**src/rtl/scan_mux_dec_if.sv**
```systemverilog
// Channel-scan bus between the data sources / control and the scan mux.
// Ports: en, mode, sel_in, ch_mask, data_in (master drives);
//        data_out, ch_onehot, ch_idx, step (slave drives).
interface scan_mux_dec_if #(
    parameter int CHANNELS = 4,
    parameter int WIDTH    = 8
);
    localparam int SEL_W = $clog2(CHANNELS);

    logic                      en;
    logic                      mode;
    logic [SEL_W-1:0]          sel_in;
    logic [CHANNELS-1:0]       ch_mask;
    logic [CHANNELS*WIDTH-1:0] data_in;
    logic [WIDTH-1:0]          data_out;
    logic [CHANNELS-1:0]       ch_onehot;
    logic [SEL_W-1:0]          ch_idx;
    logic                      step;

    modport master (
        output en,
        output mode,
        output sel_in,
        output ch_mask,
        output data_in,
        input  data_out,
        input  ch_onehot,
        input  ch_idx,
        input  step
    );

    modport slave (
        input  en,
        input  mode,
        input  sel_in,
        input  ch_mask,
        input  data_in,
        output data_out,
        output ch_onehot,
        output ch_idx,
        output step
    );
endinterface

```
**src/rtl/scan_mux_dec.sv**
```systemverilog
// N-channel time-multiplexed word selector with one-hot channel decode.
// Ports: clk, rst (async, active high), bus (scan_mux_dec_if.slave).
module scan_mux_dec #(
    parameter int CHANNELS = 4,
    parameter int WIDTH    = 8,
    parameter int DIV      = 3
) (
    input  logic          clk,
    input  logic          rst,
    scan_mux_dec_if.slave bus
);
    localparam int SEL_W = $clog2(CHANNELS);
    localparam int PW    = (DIV > 1) ? $clog2(DIV) : 1;

    localparam logic [PW-1:0]  PRE_MAX = PW'(DIV - 1);
    localparam logic [SEL_W:0] CH_N    = (SEL_W + 1)'(CHANNELS);

    logic [SEL_W-1:0]    ch_idx_q, ch_idx_d;
    logic [PW-1:0]       pre_q, pre_d;
    logic [WIDTH-1:0]    data_q, data_d;
    logic [CHANNELS-1:0] onehot_q, onehot_d;
    logic                step_q, step_d;

    logic [CHANNELS-1:0][WIDTH-1:0] words;
    logic [WIDTH-1:0]    word;
    logic                sel_ok;
    logic                blank;

    logic [SEL_W:0]      sum;
    logic [SEL_W-1:0]    cand;
    logic [SEL_W-1:0]    nxt;
    logic                found;

    assign words = bus.data_in;
    assign word  = words[ch_idx_q];

    assign sel_ok = ({1'b0, bus.sel_in} < CH_N);

    // Blank when frozen, when the current auto channel is masked off,
    // or when the manual select points past the last channel.
    assign blank = !bus.en
                || (!bus.mode && !bus.ch_mask[ch_idx_q])
                || (bus.mode && !sel_ok);

    // Upward search with wrap for the next enabled channel. The last
    // candidate (k = CHANNELS) is the current channel itself, so a
    // lone enabled channel reloads itself. The sum is reduced modulo
    // CHANNELS so non-power-of-two counts never yield a bad index.
    always_comb begin
        nxt   = ch_idx_q;
        found = 1'b0;
        sum   = '0;
        cand  = '0;
        for (int k = 1; k <= CHANNELS; k++) begin
            sum = {1'b0, ch_idx_q} + (SEL_W + 1)'(k);
            if (sum >= CH_N) begin
                sum = sum - CH_N;
            end
            cand = sum[SEL_W-1:0];
            if (!found && bus.ch_mask[cand]) begin
                nxt   = cand;
                found = 1'b1;
            end
        end
    end

    always_comb begin
        ch_idx_d = ch_idx_q;
        pre_d    = pre_q;
        step_d   = 1'b0;
        data_d   = blank ? '0 : word;
        onehot_d = blank ? '0 : (CHANNELS'(1) << ch_idx_q);

        if (!bus.en) begin
            ch_idx_d = ch_idx_q;
            pre_d    = pre_q;
        end else if (bus.mode) begin
            // Manual: dwell restarts so a return to auto gets a full one.
            pre_d = '0;
            if (sel_ok) begin
                ch_idx_d = bus.sel_in;
            end
        end else if (pre_q == PRE_MAX) begin
            // Dwell expiry; with no channel enabled the index holds.
            pre_d  = '0;
            step_d = 1'b1;
            if (found) begin
                ch_idx_d = nxt;
            end
        end else begin
            pre_d = pre_q + PW'(1);
        end
    end

    always_ff @(posedge clk or posedge rst) begin
        if (rst) begin
            ch_idx_q <= '0;
            pre_q    <= '0;
            data_q   <= '0;
            onehot_q <= '0;
            step_q   <= 1'b0;
        end else begin
            ch_idx_q <= ch_idx_d;
            pre_q    <= pre_d;
            data_q   <= data_d;
            onehot_q <= onehot_d;
            step_q   <= step_d;
        end
    end

    assign bus.data_out  = data_q;
    assign bus.ch_onehot = onehot_q;
    assign bus.ch_idx    = ch_idx_q;
    assign bus.step      = step_q;
endmodule

```
**src/flat_wrapper.sv**
```systemverilog
// flat-port wrapper written by rule: the top's interface ports become plain ports
module scan_mux_dec_flat 
#(
    parameter int CHANNELS = 4,
    parameter int WIDTH    = 8,
    parameter int DIV      = 3
)
  (clk, rst, bus_en, bus_mode, bus_sel_in, bus_ch_mask, bus_data_in, bus_data_out, bus_ch_onehot, bus_ch_idx, bus_step);
  scan_mux_dec_if #(.CHANNELS(CHANNELS), .WIDTH(WIDTH)) bus_i ();
  input  logic clk;
  input  logic rst;
  input wire logic [$bits(bus_i.en)-1:0] bus_en;
  input wire logic [$bits(bus_i.mode)-1:0] bus_mode;
  input wire logic [$bits(bus_i.sel_in)-1:0] bus_sel_in;
  input wire logic [$bits(bus_i.ch_mask)-1:0] bus_ch_mask;
  input wire logic [$bits(bus_i.data_in)-1:0] bus_data_in;
  output wire logic [$bits(bus_i.data_out)-1:0] bus_data_out;
  output wire logic [$bits(bus_i.ch_onehot)-1:0] bus_ch_onehot;
  output wire logic [$bits(bus_i.ch_idx)-1:0] bus_ch_idx;
  output wire logic [$bits(bus_i.step)-1:0] bus_step;
  assign bus_i.en = bus_en;
  assign bus_i.mode = bus_mode;
  assign bus_i.sel_in = bus_sel_in;
  assign bus_i.ch_mask = bus_ch_mask;
  assign bus_i.data_in = bus_data_in;
  assign bus_data_out = bus_i.data_out;
  assign bus_ch_onehot = bus_i.ch_onehot;
  assign bus_ch_idx = bus_i.ch_idx;
  assign bus_step = bus_i.step;
  scan_mux_dec #(.CHANNELS(CHANNELS), .WIDTH(WIDTH), .DIV(DIV)) u_core (.clk(clk), .rst(rst), .bus(bus_i));
endmodule
```
**config.mk**
```make
export PLATFORM = sky130hd
export DESIGN_NAME = scan_mux_dec_flat
export DESIGN_NICKNAME = d
export VERILOG_FILES = /design/src/rtl/scan_mux_dec_if.sv /design/src/rtl/scan_mux_dec.sv /design/src/flat_wrapper.sv
export SDC_FILE = /design/constraint.sdc
export NUM_CORES = 1
export LEC_CHECK = 0
export ABC_AREA = 1
export BUFFER_PORTS_ARGS = -buffer_cell sky130_fd_sc_hd__buf_4
export CAP_MARGIN = 40
export CORE_MARGIN = 2
export CORE_UTILIZATION = 49
export DETAILED_ROUTE_END_ITERATION = 12
export GPL_ROUTABILITY_DRIVEN = 0
export MAX_ROUTING_LAYER = met4
export PLACE_DENSITY = 0.83
export SYNTH_ARGS = -nofsm -noshare
export SYNTH_HDL_FRONTEND = slang
export SYNTH_SLANG_ARGS = --single-unit
export TNS_END_PERCENT = 100
```
**constraint.sdc**
```tcl
create_clock -name clk -period 5.5 [get_ports clk]
set_input_delay 0 -clock clk [delete_from_list [all_inputs] [get_ports clk]]
set_output_delay 0 -clock clk [all_outputs]
set_load 0.03 [all_outputs]
```
* After elaboration in Yosys (flattened, before gate mapping)
Index checks and enable logic that the tools add are counted.
** Word-level totals
- Bits in registers :: 17
- Input bits :: 42
- Output and inout bits :: 15
** Cells by class
- Add/subtract/negate cells :: 9
- $lt $le $gt $ge :: 9
- Equal/unequal tests :: 1
- Shift operators :: 1
- Muxes and demuxes :: 34
- Reductions and logical operators :: 15
** Operators by type and width (count)
- 2-to-1 mux 2 bit :: 13
- binary-select mux 8 bit (select 2 bit) :: 1
- 2-to-1 mux 8 bit :: 2
- < comparator 2 x 3 -> 1 bit (second input constant) :: 5
- >= comparator 3 bit (second input constant) :: 4
- 2-to-1 mux 1 bit :: 12
- binary-select mux 1 bit (select 2 bit) :: 5
- subtractor 2 x 1 -> 2 bit (second input constant) :: 4
- adder 2 x 2 -> 3 bit (second input constant) :: 2
- zero test 1 bit :: 6
- nonzero test 5 bit :: 1
- logical AND 1 bit :: 4
- 2-to-1 mux 4 bit :: 1
- AND reduction 4 bit :: 1
- nonzero test 2 bit :: 2
- << shifter 1 x 2 -> 4 bit (first input constant) :: 1
- adder 2 x 1 -> 3 bit (second input constant) :: 1
- adder 2 x 3 -> 3 bit (second input constant) :: 1
- adder 2 x 1 -> 2 bit (second input constant) :: 1
- equality test 2 bit (second input constant) :: 1
- logical OR 1 bit :: 1

* Depth between registers and ports, before layout
- Depth after elaboration :: 18
- Mapped depth :: 13
- Depth with buffers taken out :: 11

* Least setup slack after synthesis
No wires, ideal clock.
- Path kind :: reg2reg
- Start :: register u_core.ch_idx_q[0] (netlist: u_core.bus.ch_idx[0])
- End :: register u_core.ch_idx_q[0] (netlist: u_core.bus.ch_idx[0])
- Setup time :: 123 ps
- Arrival :: 1991 ps
- Data required time :: 5377 ps
- Setup slack :: 3386 ps
- Stages on the path, launching flop included :: 13
- Buffers on the path :: 2
- Clock period less this slack :: 2114 ps
- Cell sequence :: dfrtp_1 > inv_2 > buf_6 > buf_2 > ha_1 > inv_1 > nand3_2 > nand2_4 > nand2_2 > nor2_1 > nor2_1 > nand2_1 > nand2_1
** On the way
- Cells in the longest elaborated chain, start to end :: 18
** Ends and longest elaborated chain
- from (decl) :: RTL line scan_mux_dec.sv:18 : logic [SEL_W-1:0] ch_idx_q, ch_idx_d;
- from (signal assigned) :: RTL line scan_mux_dec.sv:103 : ch_idx_q <= ch_idx_d;
- adder 2 x 1 -> 3 bit :: RTL line scan_mux_dec.sv:55 : sum = {1'b0, ch_idx_q} + (SEL_W + 1)'(k);
- >= comparator 3 bit or subtractor 2 x 1 -> 2 bit (tied branches) :: RTL line scan_mux_dec.sv:56, scan_mux_dec.sv:57
- 2-to-1 mux 2 bit :: RTL line scan_mux_dec.sv:56 : if (sum >= CH_N) begin
- binary-select mux 1 bit (select 2 bit) :: RTL line scan_mux_dec.sv:60 : if (!found && bus.ch_mask[cand]) begin
- 2-to-1 mux 1 bit (implied by the code) :: RTL line scan_mux_dec.sv:60
- 2-to-1 mux 1 bit :: RTL line scan_mux_dec.sv:60
- zero test 1 bit :: RTL line scan_mux_dec.sv:60
- logical AND 1 bit :: RTL line scan_mux_dec.sv:60
- [2 not listed]
- logical AND 1 bit :: RTL line scan_mux_dec.sv:60
- 2-to-1 mux 1 bit :: RTL line scan_mux_dec.sv:60
- zero test 1 bit :: RTL line scan_mux_dec.sv:60
- logical AND 1 bit :: RTL line scan_mux_dec.sv:60
- 2-to-1 mux 2 bit :: RTL line scan_mux_dec.sv:60
- 2-to-1 mux 2 bit :: RTL line scan_mux_dec.sv:87 : if (found) begin
- 2-to-1 mux 2 bit :: RTL line scan_mux_dec.sv:83 : end else if (pre_q == PRE_MAX) begin
- 2-to-1 mux 2 bit :: RTL line scan_mux_dec.sv:77 : end else if (bus.mode) begin
Parallel ways exist; a longest one is shown, timed or not. The select of a mux whose other input is x is not followed.
A chain may end at the register's enable or synchronous reset.

* Worst setup path in the final report
- Start :: register u_core.ch_idx_q[0] (netlist: u_core.bus.ch_idx[0])
- End :: register u_core.ch_idx_q[1] (netlist: u_core.bus.ch_idx[1])
Same word-level chain as after synthesis.

==> results.yml <==
outcome:
  status: "completed"
floorplan:
  dieWidth_um: 52.3
  initial_utilization_pct: 51.7
  row_count: 17
  fp.dieH_um: 52.3
  pin_count: 57
  fp.dieArea_um2: 2740
  core-area_um2: 2210
global_routing:
  grt_antenna_before_repair: 0
  grt_usage_pct: 24.2
  grt_first_pass_wirelength_um: 4900
  overflow: 0
  grt_pass1_vias: 1115
  grt_max_degree: 27
critical_path:
  critical_path.startpoint: "u_core.bus.ch_idx[0]"
  criticalPathCategory: "reg2reg"
  reg2reg_from: "u_core.bus.ch_idx[0]"
  worstReg2RegEnd: "u_core.bus.ch_idx[1]"
  start_kind: "register"
  path_max_fanout: 26
  ff2ff_path_depth: 10
  rrSetupSlack_ps: 2990
  endpoint_kind: "register"
  arrival_ps: 2680
  crit_required_ps: 5670
synthesis:
  synth_seq_cells: 17
  seq_area_frac_synth_pct: 37.2
  synth_cell_types: 20
  synth_top_area_share_pct: 37.2
  synth.area.top_cells: "dfrtp_1 37%, nor2_1 13%, nand2_1 9.2%, o21ai_0 8.8%, a21oi_1 4.4%"
  synthesis.area_um2: 1140
  post-synth-top-area-cell: "dfrtp_1"
  ys_warn_count: 0
  avgSynthCellArea_um2: 7.02
  syn_inst: 163
  synthesis.nets: 209
cells_and_area:
  instances_no_fill: 246
  antenna_cells: 0
  drive_above_1_share_pct: 33.5
  n_fill_cell: 189
  nNetsFinal: 265
  syn2layout_area_growth_pct: 39.4
timing:
  hold_violations: 0
  fin_ws_ps: 2990
  period_share_pct: 45.6
  slew_headroom_pct: 46.8
  holdWs_ps: 17.2
  fmax_mhz: 399
  setup_viol: 0
  worst_pin_slew_ps: 798
  rsz0062_at_grt: "false"
  fin_skew_ps: 5.56
  drv_slew: 0
  fin_setup_tns_ps: 0
  layout_min_cycle_time_ps: 2510
drt:
  dr.pass1.iters: 5
  first_iter_violations: 47
  post-route-drc-count: 0
  drt_wl_total_um: 2960
  viasPerCell: 5.11
  vias: 1258
  wl_per_cell_um: 12.0
  detail-route-antenna-nets: 0
clocking:
  cts_max_level: 1
  insertion_delay_ps: 270
  cts_buffer_depth: 2
  cts_tree: "yes"
  hold_buffers: 2
  clk_pin_slew_ps: 90
  numClockSinks: 17
  cts_buffers: 3
  post_cts_buffers: 0
  cts_resized: 0
  cts_root_buf: "clkbuf_4"
placement:
  placed_cells: 240
  pre_cts_ws_ps: 3020
  place_hpwl_um: 2290
  port_buffers: 56
pwr:
  peakVddDrop_mv: 0.335
  p_leak_uw: 0.000861
  powerDensity_nw_per_um2: 458
hold_path:
  hold_start: "bus_mode"
  worstHoldEndpoint: "u_core.bus.step"
  hp-class: "in2reg"
  worstHoldPathCells: 3
flow_run:
  cap_violations: 0
## where the power goes
group,leakage (µW),switching (µW),internal [µW]
registers,0.000224,51.6,159
logic,0.000622,291,168
clock network,0.0000150,32.1,28.1
total,0.000861,375,355
## routing by layer
| layer | GRT usage, % | share of wire (%) |
|---|---|---|
| met5 | - | 0 |
| met3 | 2.00 | 6.0 |
| met2 | 38.3 | 49 |
| met4 | 8.97 | 1.8 |
| met1 | 32.4 | 43 |
## worst max-delay path by stage
stage / endpoint
6_report: u_core.bus.ch_idx[1]
5_1_grt: u_core.bus.ch_idx[1]
4_1_cts: u_core.bus.ch_idx[1]
3_5_place_dp: u_core.bus.ch_idx[1]
3_3_place_gp: u_core.bus.ch_idx[1]
2_1_floorplan: u_core.bus.ch_idx[0]
## cells in the mapped netlist, drive strengths merged
library cell  count
a21oi            10
buf               6
clkbuf            1
dfrtp            17
ha                4
inv              12
nand2            34
nand3            13
nand4             3
nor2             41
o21ai            21
or2               1
## critical path, stage by stage, from the launching register on
cell	delay, ps
dfrtp_1	870
inv_2	340
ha_1	440
inv_1	160
nand3_2	120
nand2_4	90
nand3_1	90
nand3_1	110
nand3_1	70
nand2_1	70
nand2_1	50
## sequential cells by signal, indices dropped and copies added, names as in the netlist
name and flops:
u_core.bus.ch_idx 2, u_core.bus.ch_onehot 4, u_core.bus.data_out 8, u_core.bus.step 1
u_core.pre_q 2
## per-stage QoR
stage               cell area (µm²)  total power (µW)  utilization (%)
finish                         1590               730             72.1
global route                   1590               797             72.1
CTS                            1590               728             72.1
detailed placement             1550               666             70.0
global placement               1550               648             70.0
floorplan                      1140               550                -
## cell type report
| cell class | count | area, µm² | share of cell area, % |
|---|---|---|---|
| timing repair buffer | 58 | 440 | 27.6 |
| inverter | 12 | 45.0 | 2.83 |
| clock buffer | 4 | 26.3 | 1.65 |
| multi-input combinational | 127 | 622 | 39.0 |
| tap | 28 | 35.0 | 2.20 |
| sequential | 17 | 425 | 26.7 |
## placed cells by master (no fill, tap or decap), drive strengths merged
| cell | count |
|---|---|
| o21ai | 21 |
| inv | 12 |
| nand2 | 34 |
| ha | 4 |
| buf | 56 |
| dfrtp | 17 |
| clkbuf | 4 |
| nand4 | 3 |
| dlygate4sd3 | 2 |
| nor2 | 41 |
| a21oi | 10 |
| nand3 | 13 |
| or2 | 1 |
## cells by family after synthesis
family,after synthesis,synth area share (%)
buf+inv,19,8.42
flops,17,37.2
fa+ha+maj,4,4.38
simple gates,92,36.1
compound gates,31,13.9
Note: power is estimated with default switching activity, not from simulation.
